File: src/rtl/bcd_conv_arbiter.sv
// bcd_conv_arbiter
//   Shared iterative binary-to-BCD converter for two requesters. When idle,
//   the engine grants one request, captures that requester's 8-bit value and
//   runs eight shift-and-add-3 (double-dabble) steps. It then publishes the
//   hundreds/tens/units digits together with a one-cycle done/ack pulse.
//
//   Optional build macro: BCD_ROUND_ROBIN_EN
//     defined   -> a request tie goes to the requester not granted last
//     undefined -> fixed priority, req0 wins ties
//
// Ports
//   clk       in   system clock, rising edge
//   rst       in   asynchronous active-high reset
//   req0/req1 in   conversion request levels (sampled only while idle)
//   din0/din1 in   8-bit binary values (sampled only at grant)
//   ack0/ack1 out  one-cycle pulse, result valid for that requester
//   busy      out  high whenever the engine is not idle
//   done      out  one-cycle completion pulse, coincident with ack0/ack1
//   grant_id  out  requester owning the current/last conversion
//   hunds     out  hundreds digit (0-2)
//   tens      out  tens digit (0-9)
//   units     out  units digit (0-9)
module bcd_conv_arbiter (
  input  logic       clk,
  input  logic       rst,
  input  logic       req0,
  input  logic [7:0] din0,
  input  logic       req1,
  input  logic [7:0] din1,
  output logic       ack0,
  output logic       ack1,
  output logic       busy,
  output logic       done,
  output logic       grant_id,
  output logic [1:0] hunds,
  output logic [3:0] tens,
  output logic [3:0] units
);

  typedef enum logic [1:0] {IDLE, SHIFT, DONE} state_t;

  state_t      state;
  logic [17:0] sr;       // [17:16] hundreds, [15:12] tens, [11:8] units, [7:0] binary
  logic [2:0]  step;
  logic        gnt;
  logic [17:0] adj;
  logic [17:0] shifted;

`ifdef BCD_ROUND_ROBIN_EN
  logic ptr;  // requester favoured on the next tie

  always_comb begin
    if (req0 && req1) gnt = ptr;
    else              gnt = ~req0;
  end
`else
  always_comb begin
    gnt = ~req0;
  end
`endif

  // Add-3 correction of the tens and units nibbles; hundreds is never corrected.
  always_comb begin
    adj = sr;
    if (sr[11:8] >= 4'd5)  adj[11:8]  = sr[11:8] + 4'd3;
    if (sr[15:12] >= 4'd5) adj[15:12] = sr[15:12] + 4'd3;
  end

  // Bit 17 is always clear before any shift (the partial value is at most 127),
  // so rotating it into bit 0 is identical to a plain left shift.
  assign shifted = {adj[16:0], adj[17]};

  always_ff @(posedge clk or posedge rst) begin
    if (rst) begin
      state    <= IDLE;
      sr       <= '0;
      step     <= '0;
      ack0     <= 1'b0;
      ack1     <= 1'b0;
      busy     <= 1'b0;
      done     <= 1'b0;
      grant_id <= 1'b0;
      hunds    <= '0;
      tens     <= '0;
      units    <= '0;
`ifdef BCD_ROUND_ROBIN_EN
      ptr      <= 1'b0;
`endif
    end else begin
      ack0 <= 1'b0;
      ack1 <= 1'b0;
      done <= 1'b0;
      case (state)
        IDLE: begin
          if (req0 || req1) begin
            sr       <= {10'd0, (gnt ? din1 : din0)};
            grant_id <= gnt;
            step     <= '0;
            busy     <= 1'b1;
            state    <= SHIFT;
`ifdef BCD_ROUND_ROBIN_EN
            ptr      <= ~gnt;
`endif
          end
        end
        SHIFT: begin
          sr   <= shifted;
          step <= step + 3'd1;
          if (step == 3'd7) begin
            hunds <= shifted[17:16];
            tens  <= shifted[15:12];
            units <= shifted[11:8];
            done  <= 1'b1;
            ack0  <= ~grant_id;
            ack1  <= grant_id;
            state <= DONE;
          end
        end
        DONE: begin
          busy  <= 1'b0;
          state <= IDLE;
        end
        default: begin
          busy  <= 1'b0;
          state <= IDLE;
        end
      endcase
    end
  end

endmodule
File: config.mk
export PLATFORM = sky130hd
export DESIGN_NAME = bcd_conv_arbiter
export DESIGN_NICKNAME = d
export VERILOG_FILES = /design/src/rtl/bcd_conv_arbiter.sv
export SDC_FILE = /design/constraint.sdc
export NUM_CORES = 1
export LEC_CHECK = 0
export CORE_MARGIN = 2
export CORE_UTILIZATION = 25
export DETAILED_ROUTE_END_ITERATION = 7
export SLEW_MARGIN = 25
export SYNTH_ARGS = -nofsm -noshare
export SYNTH_HDL_FRONTEND = slang
export SYNTH_SLANG_ARGS = --single-unit
File: constraint.sdc
create_clock -name clk -period 2 [get_ports clk]
set_clock_uncertainty 0.15 [all_clocks]
set_input_delay 0.6 -clock clk [delete_from_list [all_inputs] [get_ports clk]]
set_output_delay 0.6 -clock clk [all_outputs]
set_load 0.03 [all_outputs]
# Word level (Yosys, flattened, before mapping)
# Index checks and enable logic that the tools add are counted.
# totals
ff_bits	38
in_bits	20
out_inout_bits	15
wordCells	49
# op_classes
n_addsub	3
order_cmp	2
eq_ne	4
mux	18
bitwise_logic	3
n_reduce_logical	8
# ops
cell	n
18-bit one-hot mux with 2 select lines	1
18-bit two-way mux	1
2-bit AND reduction	5
4-bit by 2-bit adder with 4-bit output, second input constant	2
4-bit by 3-bit greater-or-equal comparator with 1-bit output, second input constant	2
4-bit two-way mux	2
8-bit two-way mux	1
1-bit two-way mux	7
3-bit one-hot mux with 2 select lines	1
2-bit two-way mux	2
2-bit inequality test, second input constant	2
2-bit one-hot mux with 2 select lines	1
3-bit by 1-bit adder with 3-bit output, second input constant	1
3-bit == test, second input constant	1
3-bit two-way mux	1
1-bit NOT	3
2-bit by 1-bit == test with 1-bit output, second input constant	1
2-bit zero test	1
1-bit one-hot mux with 2 select lines	1
2-bit nonzero test	1
1-bit logical OR	1

# Depth between registers and ports, before layout
# Gate-level depths: netlist of run 1.
# logic_depth
word_depth	3
depth_mapped	6
ltp_nobuf	6

# Worst setup path after synthesis of run 1
# No wires, ideal clock.
# synth_path
path_type	register to register
from	register sr[12]
to	register sr[14]
setup_time_ps	76
t_arrival_ps	1400
setup_slack_ps	374
path_stages_with_launch	7
n_path_buf	0
path_cell_list	dfrtp_1 inv_1 ha_1 nand2b_1 a21oi_1 mux2_2 o21ai_1
# synth_between
elab_chain_len	3
word_cells_on_any_way	4
cone_classes	add/sub: 1; order compare: 1; mux: 2
# synth_lines
element	line	rtl
from (decl)	43	logic [17:0] sr;
from (signal assigned)	96	sr <= {10'd0, (gnt ? din1 : din0)};
from (signal assigned)	107	sr <= shifted;
4-bit by 2-bit adder with 4-bit output / 4-bit by 3-bit greater-or-equal comparator with 1-bit output (equally long branches)	66	if (sr[15:12] >= 4'd5) adj[15:12] = sr[15:12] + 4'd3;
4-bit two-way mux *	66	
18-bit one-hot mux with 2 select lines *	93	case (state)
# Mark *: on every way between the ends. The rest lies on a longest branch, timed or not.
# A chain may end at the register's enable or synchronous reset.

# Worst setup path in the final report of run 1
# Same ends and word-level chain as after synthesis.

==> impl_metrics.tcl, run 1 <==
set metrics [dict create \
    core_mm2 0.00679 \
    synth_nets 200 \
    slew-limit-headroom 0.720 \
    status "complete, no violations" \
    dr.pass1.iters 4 \
    first_iter_violations 63 \
    max_freq_ghz 0.546 \
    grt_pass1_vias 1405 \
    final_max_slew_viol_count 0 \
    cp_cell_sequence "inv_1, ha_1, nand2b_1, a21oi_1, mux2_2, o21ai_1" \
    grt_pass1_wl_um 6200 \
    slowest_delay_ns 0.42 \
    drc 0 \
    port_buffers 34 \
    die_h_um 87.9 \
    whs_path_depth 2 \
    p_leak_uw 0.00108 \
    crit_buf_inv 1 \
    n_antenna_cell 0 \
    final_layout_size_suffix_gt1_frac 0.107 \
    final_antenna_net_count 0 \
    hold_path.class "reg -> reg" \
    fin_tns_setup_ns 0 \
    drt_wl_total_um 3530 \
    powerDensity_mw_per_mm2 1560 \
    vias_per_cell 4.37 \
    ys_warn_count 0 \
    netlist.area_leader.share 0.541 \
    final_common_cell "dfrtp_1" \
    rows 30 \
    worstSkewPairLatency_ns 0.29 \
    hold_end "tens[0]$_DFFE_PP0P_" \
    area_growth_pct 33.5 \
    cts_made_buffers 5 \
    wl_per_cell_um 11.4 \
    antenna_found_initial 0 \
    r2r-start "sr[12]$_DFFE_PP0P_" \
    r2r_cells 6 \
    die_area_mm2 0.00772 \
    place_congestion 0.718 \
    finalPower_uw 3680 \
    clk_pin_slew_ns 0.07 \
    fin_crit_sh 0.916 \
    hold_path.startpoint "tens[0]$_DFFE_PP0P_" \
    endpoint_kind "register" \
    ir_drop_uv 423 \
    die_w_um 87.9 \
    ys_seq_area_frac 0.541 \
    avgSynthCellArea_um2 10.1 \
    crit_type "reg -> reg" \
    holdBufCountCts 0 \
    cp-startpoint "sr[12]$_DFFE_PP0P_" \
    track_usage 0.103 \
    ys_seq_elements 38 \
    max-cap-violations 0 \
    cp_max_fo 4 \
    cts_tree "built" \
    nNetsFinal 241 \
    yosys.area.top_type "dfrtp_1" \
    initial_core_util 0.259 \
    cts_max_path_buffers 2 \
    r2r_end "sr[14]$_DFFE_PP0P_" \
    startpoint_type "register" \
    ctsRootBufferMaster "clkbuf_8" \
    cpLargestDelayFamily "flip-flops" \
    setup_viol 0 \
    rsz0062_at_grt "no" \
    layout_common_cells "38 x dfrtp_1, 23 x nand2_1, 21 x o21ai_1" \
    ys_types 28 \
    place_hpwl_um 2550 \
    arrival_ns 1.88 \
    tightest_slew_ns 0.419 \
    syn_area_mm2 0.00176 \
    cts_setup_buffers 0 \
    critPathRequiredTime_ns 2.05 \
    io_pins 35 \
    rrSetupSlack_ns 0.17 \
    clkSinkCount 38 \
    htree_levels 2 \
    grt_max_degree 39 \
    crit_path_top_delay_cell "dfrtp_1" \
    syn_inst 174 \
    finalCriticalPeriod_ns 1.83 \
    hold_viol 0 \
    overflow 0 \
    synthTopCellsByArea "dfrtp_1 54%, o21ai_1 6.0%, nand2_1 4.9%, mux2i_1 4.6%, a21oi_1 4.3%" \
    vias 1359 \
]
==> worst max path at each step <==
stage	cells past startpoint	slack, ns	endpoint
floorplan	6	0.37	sr[14]$_DFFE_PP0P_
global placement	6	-0.04	sr[6]$_DFFE_PP0P_
detailed placement	6	-0.05	sr[15]$_DFFE_PP0P_
CTS	6	0.14	sr[14]$_DFFE_PP0P_
global route	6	0.05	sr[14]$_DFFE_PP0P_
finish	6	0.17	sr[14]$_DFFE_PP0P_
==> synth_stat cells, drive strengths merged <==
cell,number
a21oi,15
a22o,4
a31oi,2
and2b,1
and3,1
buf,7
clkbuf,1
dfrtp,38
ha,6
inv,7
mux2,4
mux2i,8
nand2,24
nand2b,3
nor2,16
nor3,3
nor3b,2
o21ai,27
or2,1
or3b,2
xnor2,2
==> layout make-up <==
type / count / area, µm²
Fill cell: 691 / 4450
Inverter: 7 / 28.8
Sequential cell: 38 / 951
Clock inverter: 1 / 30.0
Multi-Input combinational cell: 121 / 729
Tap cell: 96 / 120
Timing Repair Buffer: 42 / 407
Clock buffer: 6 / 82.6
==> where the power goes <==
part	switching [µW]	internal, µW	total [µW]
clock	260	399	659
sequential	224	1110	1330
combinational	979	708	1690
==> flip-flops by register name, indices dropped and copies added (netlist names) <==
| signal | cells |
|---|---|
| ack1 | 1 |
| hunds | 2 |
| units | 4 |
| state | 2 |
| grant_id | 1 |
| sr | 18 |
| step | 3 |
| ack0 | 1 |
| done | 1 |
| tens | 4 |
| busy | 1 |
==> metrics by stage <==
step	utilization	hold WS, ns	std cells	area, µm²	setup WS, ns
final	0.346	0.334	311	2350	0.169
after global routing	0.346	0.358	311	2350	0.0460
after CTS	0.346	0.341	311	2350	0.140
after detailed placement	0.332	0.326	304	2250	-0.0502
after global placement	0.332	0.321	304	2250	-0.0436
after floorplan	-	0.293	174	1760	0.374
==> layer usage <==
metal,part of all wire,GRT usage,vias up
met3,0.043,0.0358,4
li1,-,-,674
met1,0.44,0.124,655
met5,0,0,-
met2,0.51,0.171,26
met4,0.0096,0.0336,0
==> tightest hold or removal path, stage by stage, from the launching register on <==
cell,delay (ns)
dfrtp_1,0.34
nand2_1,0.05
o21ai_1,0.06
==> what timing repair did <==
item	4_1_cts	5_1_grt
endpoints found under the hold margin	0	0
setup endpoints to repair	15	0
resized for setup	15	0
==> cell families after synthesis <==
| logic type | synth area share |
|---|---|
| XOR/XNOR | 0.00996 |
| AO/OA/AOI/OAI | 0.147 |
| multiplexers | 0.0754 |
| buffers and inverters | 0.0448 |
| adder cells (fa/ha/maj) | 0.0427 |
| flip-flops | 0.541 |
| AND/OR/NAND/NOR | 0.140 |
Power figures use the tool's default switching activity.
==> run 2, diff against run 1 <==
- CAP_MARGIN: unset -> 10
- CORE_ASPECT_RATIO: unset -> 0.7
- CTS_CLUSTER_SIZE: unset -> 16
==> impl_metrics.tcl, run 2 (same netlist as run 1, synthesis figures left out) <==
set metrics [dict create \
    tightest_slew_ns 0.383 \
    die_h_um 74.2 \
    n_antenna_cell 0 \
    first_iter_violations 69 \
    die_w_um 104 \
    arrival_ns 1.90 \
    antenna_found_initial 0 \
    cp_max_fo 4 \
    track_usage 0.0987 \
    crit_path_top_delay_cell "dfrtp_1" \
    grt_pass1_wl_um 5970 \
    rsz0062_at_grt "no" \
    p_leak_uw 0.00109 \
    wl_per_cell_um 11.5 \
    cpLargestDelayFamily "flip-flops" \
    dr.pass1.iters 4 \
    ir_drop_uv 466 \
    layout_common_cells "38 x dfrtp_1, 23 x nand2_1, 21 x o21ai_1" \
    core_mm2 0.00679 \
    dp.cells 300 \
    regMostFlops "sr" \
    place_congestion 0.719 \
    crit_buf_inv 1 \
    clkSinkCount 38 \
    vias 1286 \
    initial_core_util 0.259 \
    max_freq_ghz 0.543 \
    startpoint_type "register" \
    port_buffers 34 \
    final_max_slew_viol_count 0 \
    worstSkewPairLatency_ns 0.28 \
    setup_viol 0 \
    top_regs "sr x18, tens x4, units x4" \
    place_hpwl_um 2450 \
    cts_made_buffers 5 \
    fin_crit_sh 0.920 \
    io_pins 35 \
    die_area_mm2 0.00773 \
    worst_slack_ns 0.159 \
    slowest_delay_ns 0.43 \
    slew-limit-headroom 0.745 \
    final_common_cell "dfrtp_1" \
    finalNonFillerCells 308 \
    finalCriticalPeriod_ns 1.84 \
    final_layout_size_suffix_gt1_frac 0.103 \
    grt_max_degree 39 \
    vias_per_cell 4.18 \
    drc 0 \
    hold_viol 0 \
    cts_max_path_buffers 2 \
    rows 25 \
    endpoint_kind "register" \
    largest_register_ffs 18 \
    nNetsFinal 239 \
    drt_wl_total_um 3530 \
    critPathRequiredTime_ns 2.06 \
    ctsRootBufferMaster "clkbuf_8" \
    powerDensity_mw_per_mm2 1610 \
    final_antenna_net_count 0 \
    clk_pin_slew_ns 0.08 \
    hold_slack_ns 0.328 \
    cts_tree "built" \
    fin_tns_setup_ns 0 \
    hold_path.class "reg -> reg" \
    status "complete, no violations" \
    overflow 0 \
    crit_type "reg -> reg" \
    holdBufCountCts 0 \
    area_growth_pct 34.2 \
    grt_pass1_vias 1244 \
    dp_slack_ns -0.0801 \
    max-cap-violations 0 \
    htree_levels 2 \
    cp_cell_sequence "inv_1, ha_1, nand2b_1, a21oi_1, mux2_2, o21ai_1" \
]
[run 2: cell types whose count changed in the layout (fill, tap and decap cells not counted), sizes merged]
cell / previous run / this run
buf: 8 / 6
bufinv: 1 / 2
[run 2: power by group]
part / switching (µW) / internal, µW
clock: 269 / 532
sequential: 229 / 1110
combinational: 965 / 695
[run 2: per-stage QoR]
stage,area [µm²],power (µW),utilization
2_1_floorplan,1760,2570,-
3_3_place_gp,2240,3070,0.330
3_5_place_dp,2240,3100,0.330
4_1_cts,2360,3840,0.348
5_1_grt,2360,4110,0.348
6_report,2360,3800,0.348
[run 2: repair_timing]
action                                  4_1_cts  5_1_grt
resized for setup                            15        0
setup buffers                                 0        0
endpoints found under the setup margin       15        0
[run 2: area by class of cell]
| cell class | instances | area, µm² |
|---|---|---|
| well taps | 94 | 118 |
| inverters | 7 | 28.8 |
| clock inverters | 2 | 60.1 |
| flip-flops and latches | 38 | 951 |
| clock buffers | 6 | 82.6 |
| fillers | 693 | 4430 |
| repair buffers | 40 | 392 |
| multi-input cells | 121 | 729 |
[run 2: worst paths after layout]
path | slack (ns) | from | cells after the start | to
worst min register to register | 0.33 | state[1]$_DFFE_PP0P_ | 1 | busy$_DFFE_PP0P_
max in group asynchronous | 0.99 | rst | 3 | step[1]$_DFFE_PP0P_
worst min-delay path | 0.33 | state[1]$_DFFE_PP0P_ | 1 | busy$_DFFE_PP0P_
worst max register to register | 0.16 | sr[8]$_DFFE_PP0P_ | 6 | units[2]$_DFFE_PP0P_
min in group asynchronous | 0.51 | rst | 3 | ack1$_DFF_PP0_
worst max-delay path | 0.16 | sr[8]$_DFFE_PP0P_ | 6 | units[2]$_DFFE_PP0P_
[run 2: layer usage]
metal | vias to the layer above | GRT usage | wire length [µm]
met5 | - | 0 | 0
met2 | 24 | 0.147 | 1510
li1 | 669 | - | -
met3 | 2 | 0.0386 | 190
met4 | 0 | 0.0315 | 14
met1 | 591 | 0.133 | 1820
==> run 3, diff against run 2 <==
- CORE_UTILIZATION: 25 -> 51
- PLACE_DENSITY: unset -> 0.79
- clock period: 2 -> 1.8 ns (I/O delays scaled with it)
==> impl_metrics.tcl, run 3 (same netlist as run 1, synthesis figures left out) <==
set metrics [dict create \
    status "complete, no violations" \
    core_mm2 0.00321 \
    largest_register_ffs 18 \
    n_antenna_cell 0 \
    cp_cell_sequence "dlygate4sd2_1" \
    clk_pin_slew_ns 0.07 \
    startpoint_type "register" \
    final_common_cell "dfrtp_1" \
    overflow 0 \
    die_h_um 53.1 \
    tightest_slew_ns 0.421 \
    port_buffers 34 \
    hold_viol 0 \
    powerDensity_mw_per_mm2 1760 \
    crit_type "reg -> out" \
    p_leak_uw 0.00108 \
    rrSetupSlack_ns 0.09 \
    cpLargestDelayFamily "buffers and inverters" \
    cts_tree "built" \
    max-cap-violations 0 \
    critPathRequiredTime_ns 1.11 \
    vias_per_cell 5.06 \
    cp_max_fo 2 \
    fin_crit_sh 0.970 \
    place_hpwl_um 2590 \
    antenna_found_initial 0 \
    endpoint_kind "primary output" \
    worstSkewPairLatency_ns 0.27 \
    final_layout_size_suffix_gt1_frac 0.142 \
    drc 0 \
    slowest_delay_ns 0.42 \
    die_area_mm2 0.00394 \
    regMostFlops "sr" \
    ctsRootBufferMaster "clkbuf_8" \
    vias 1341 \
    io_pins 35 \
    rows 17 \
    fin_tns_setup_ns 0 \
    final_max_slew_viol_count 0 \
    worst_slack_ns 0.0539 \
    top_regs "sr x18, tens x4, units x4" \
    setup_viol 0 \
    dr.pass1.iters 4 \
    rsz0062_at_grt "yes" \
    layout_common_cells "38 x dfrtp_1, 23 x nand2_1, 21 x o21ai_1" \
    area_growth_pct 30.8 \
    first_iter_violations 91 \
    slew-limit-headroom 0.720 \
    finalCriticalPeriod_ns 1.75 \
    clkSinkCount 38 \
    place_congestion 0.836 \
    htree_levels 2 \
    holdBufCountCts 0 \
    grt_max_degree 39 \
    initial_core_util 0.548 \
    grt_pass1_wl_um 6040 \
    cts_max_path_buffers 2 \
    die_w_um 74.2 \
    wl_per_cell_um 13.2 \
    arrival_ns 1.06 \
    crit_buf_inv 1 \
    final_antenna_net_count 0 \
    nFillCells 232 \
    hold_path.class "reg -> reg" \
    drt_wl_total_um 3510 \
    track_usage 0.207 \
    crit_path_top_delay_cell "dlygate4sd2_1" \
    max_freq_ghz 0.573 \
    grt_pass1_vias 1379 \
    ir_drop_uv 892 \
    nNetsFinal 243 \
    dp_slack_ns -0.205 \
    cts_made_buffers 5 \
]
## run 3: changes by cell type in the layout (fill, tap and decap cells not counted), sizes merged
cell,change
clkbuf,+1
clkinv,+1
buf,+4
bufinv,-2
## run 3: worst paths after layout
check                      cells past startpoint                start                   to
max                                            1  tens[1]$_DFFE_PP0P_              tens[1]
min                                            2  tens[0]$_DFFE_PP0P_  tens[0]$_DFFE_PP0P_
max reg2reg                                    6    sr[8]$_DFFE_PP0P_   sr[10]$_DFFE_PP0P_
min reg2reg                                    2  tens[0]$_DFFE_PP0P_  tens[0]$_DFFE_PP0P_
max in group asynchronous                      3                  rst    sr[5]$_DFFE_PP0P_
min in group asynchronous                      3                  rst     busy$_DFFE_PP0P_
## run 3: worst min-delay path: stages, from the launching register on
cell and delay [ns]:
dfrtp_1 0.35, nand2_1 0.05, o21ai_1 0.06
## run 3: power by group
part | internal [µW] | leakage (µW) | switching, µW
Sequential | 1230 | 0.000480 | 256
Combinational | 844 | 0.000555 | 1140
Clock | 309 | 0.0000482 | 273
Total | 2380 | 0.00108 | 1670
## run 3: final cells by class
cell class | instances | area, µm² | area share
sequential | 38 | 951 | 0.413
multi-input combinational | 121 | 746 | 0.324
timing repair buffer | 44 | 425 | 0.185
clock buffer | 7 | 86.3 | 0.0375
tap | 47 | 58.8 | 0.0256
inverter | 7 | 28.8 | 0.0125
clock inverter | 1 | 5.00 | 0.00218
## run 3: repair_timing
action	4_1_cts	5_1_grt
gates resized for setup	16	6
pin swaps	0	2
buffers inserted	0	2
setup endpoints to repair	17	6
## run 3: layer usage
metal | vias to the layer above | GRT usage | part of all wire
met5 | - | 0 | 0
met4 | 0 | 0.0424 | 0.0023
met3 | 2 | 0.0533 | 0.034
met2 | 26 | 0.359 | 0.51
met1 | 638 | 0.263 | 0.45
li1 | 675 | - | -
## run 3: through the flow
step	cell area, µm²	cells	power [µW]	util	hold slack, ns
after floorplan	1760	174	2850	-	0.293
after global placement	2190	255	3380	0.683	0.321
after detailed placement	2190	255	3490	0.683	0.328
after CTS	2270	263	3990	0.707	0.340
after global routing	2300	265	4370	0.716	0.353
final	2300	265	4050	0.716	0.336
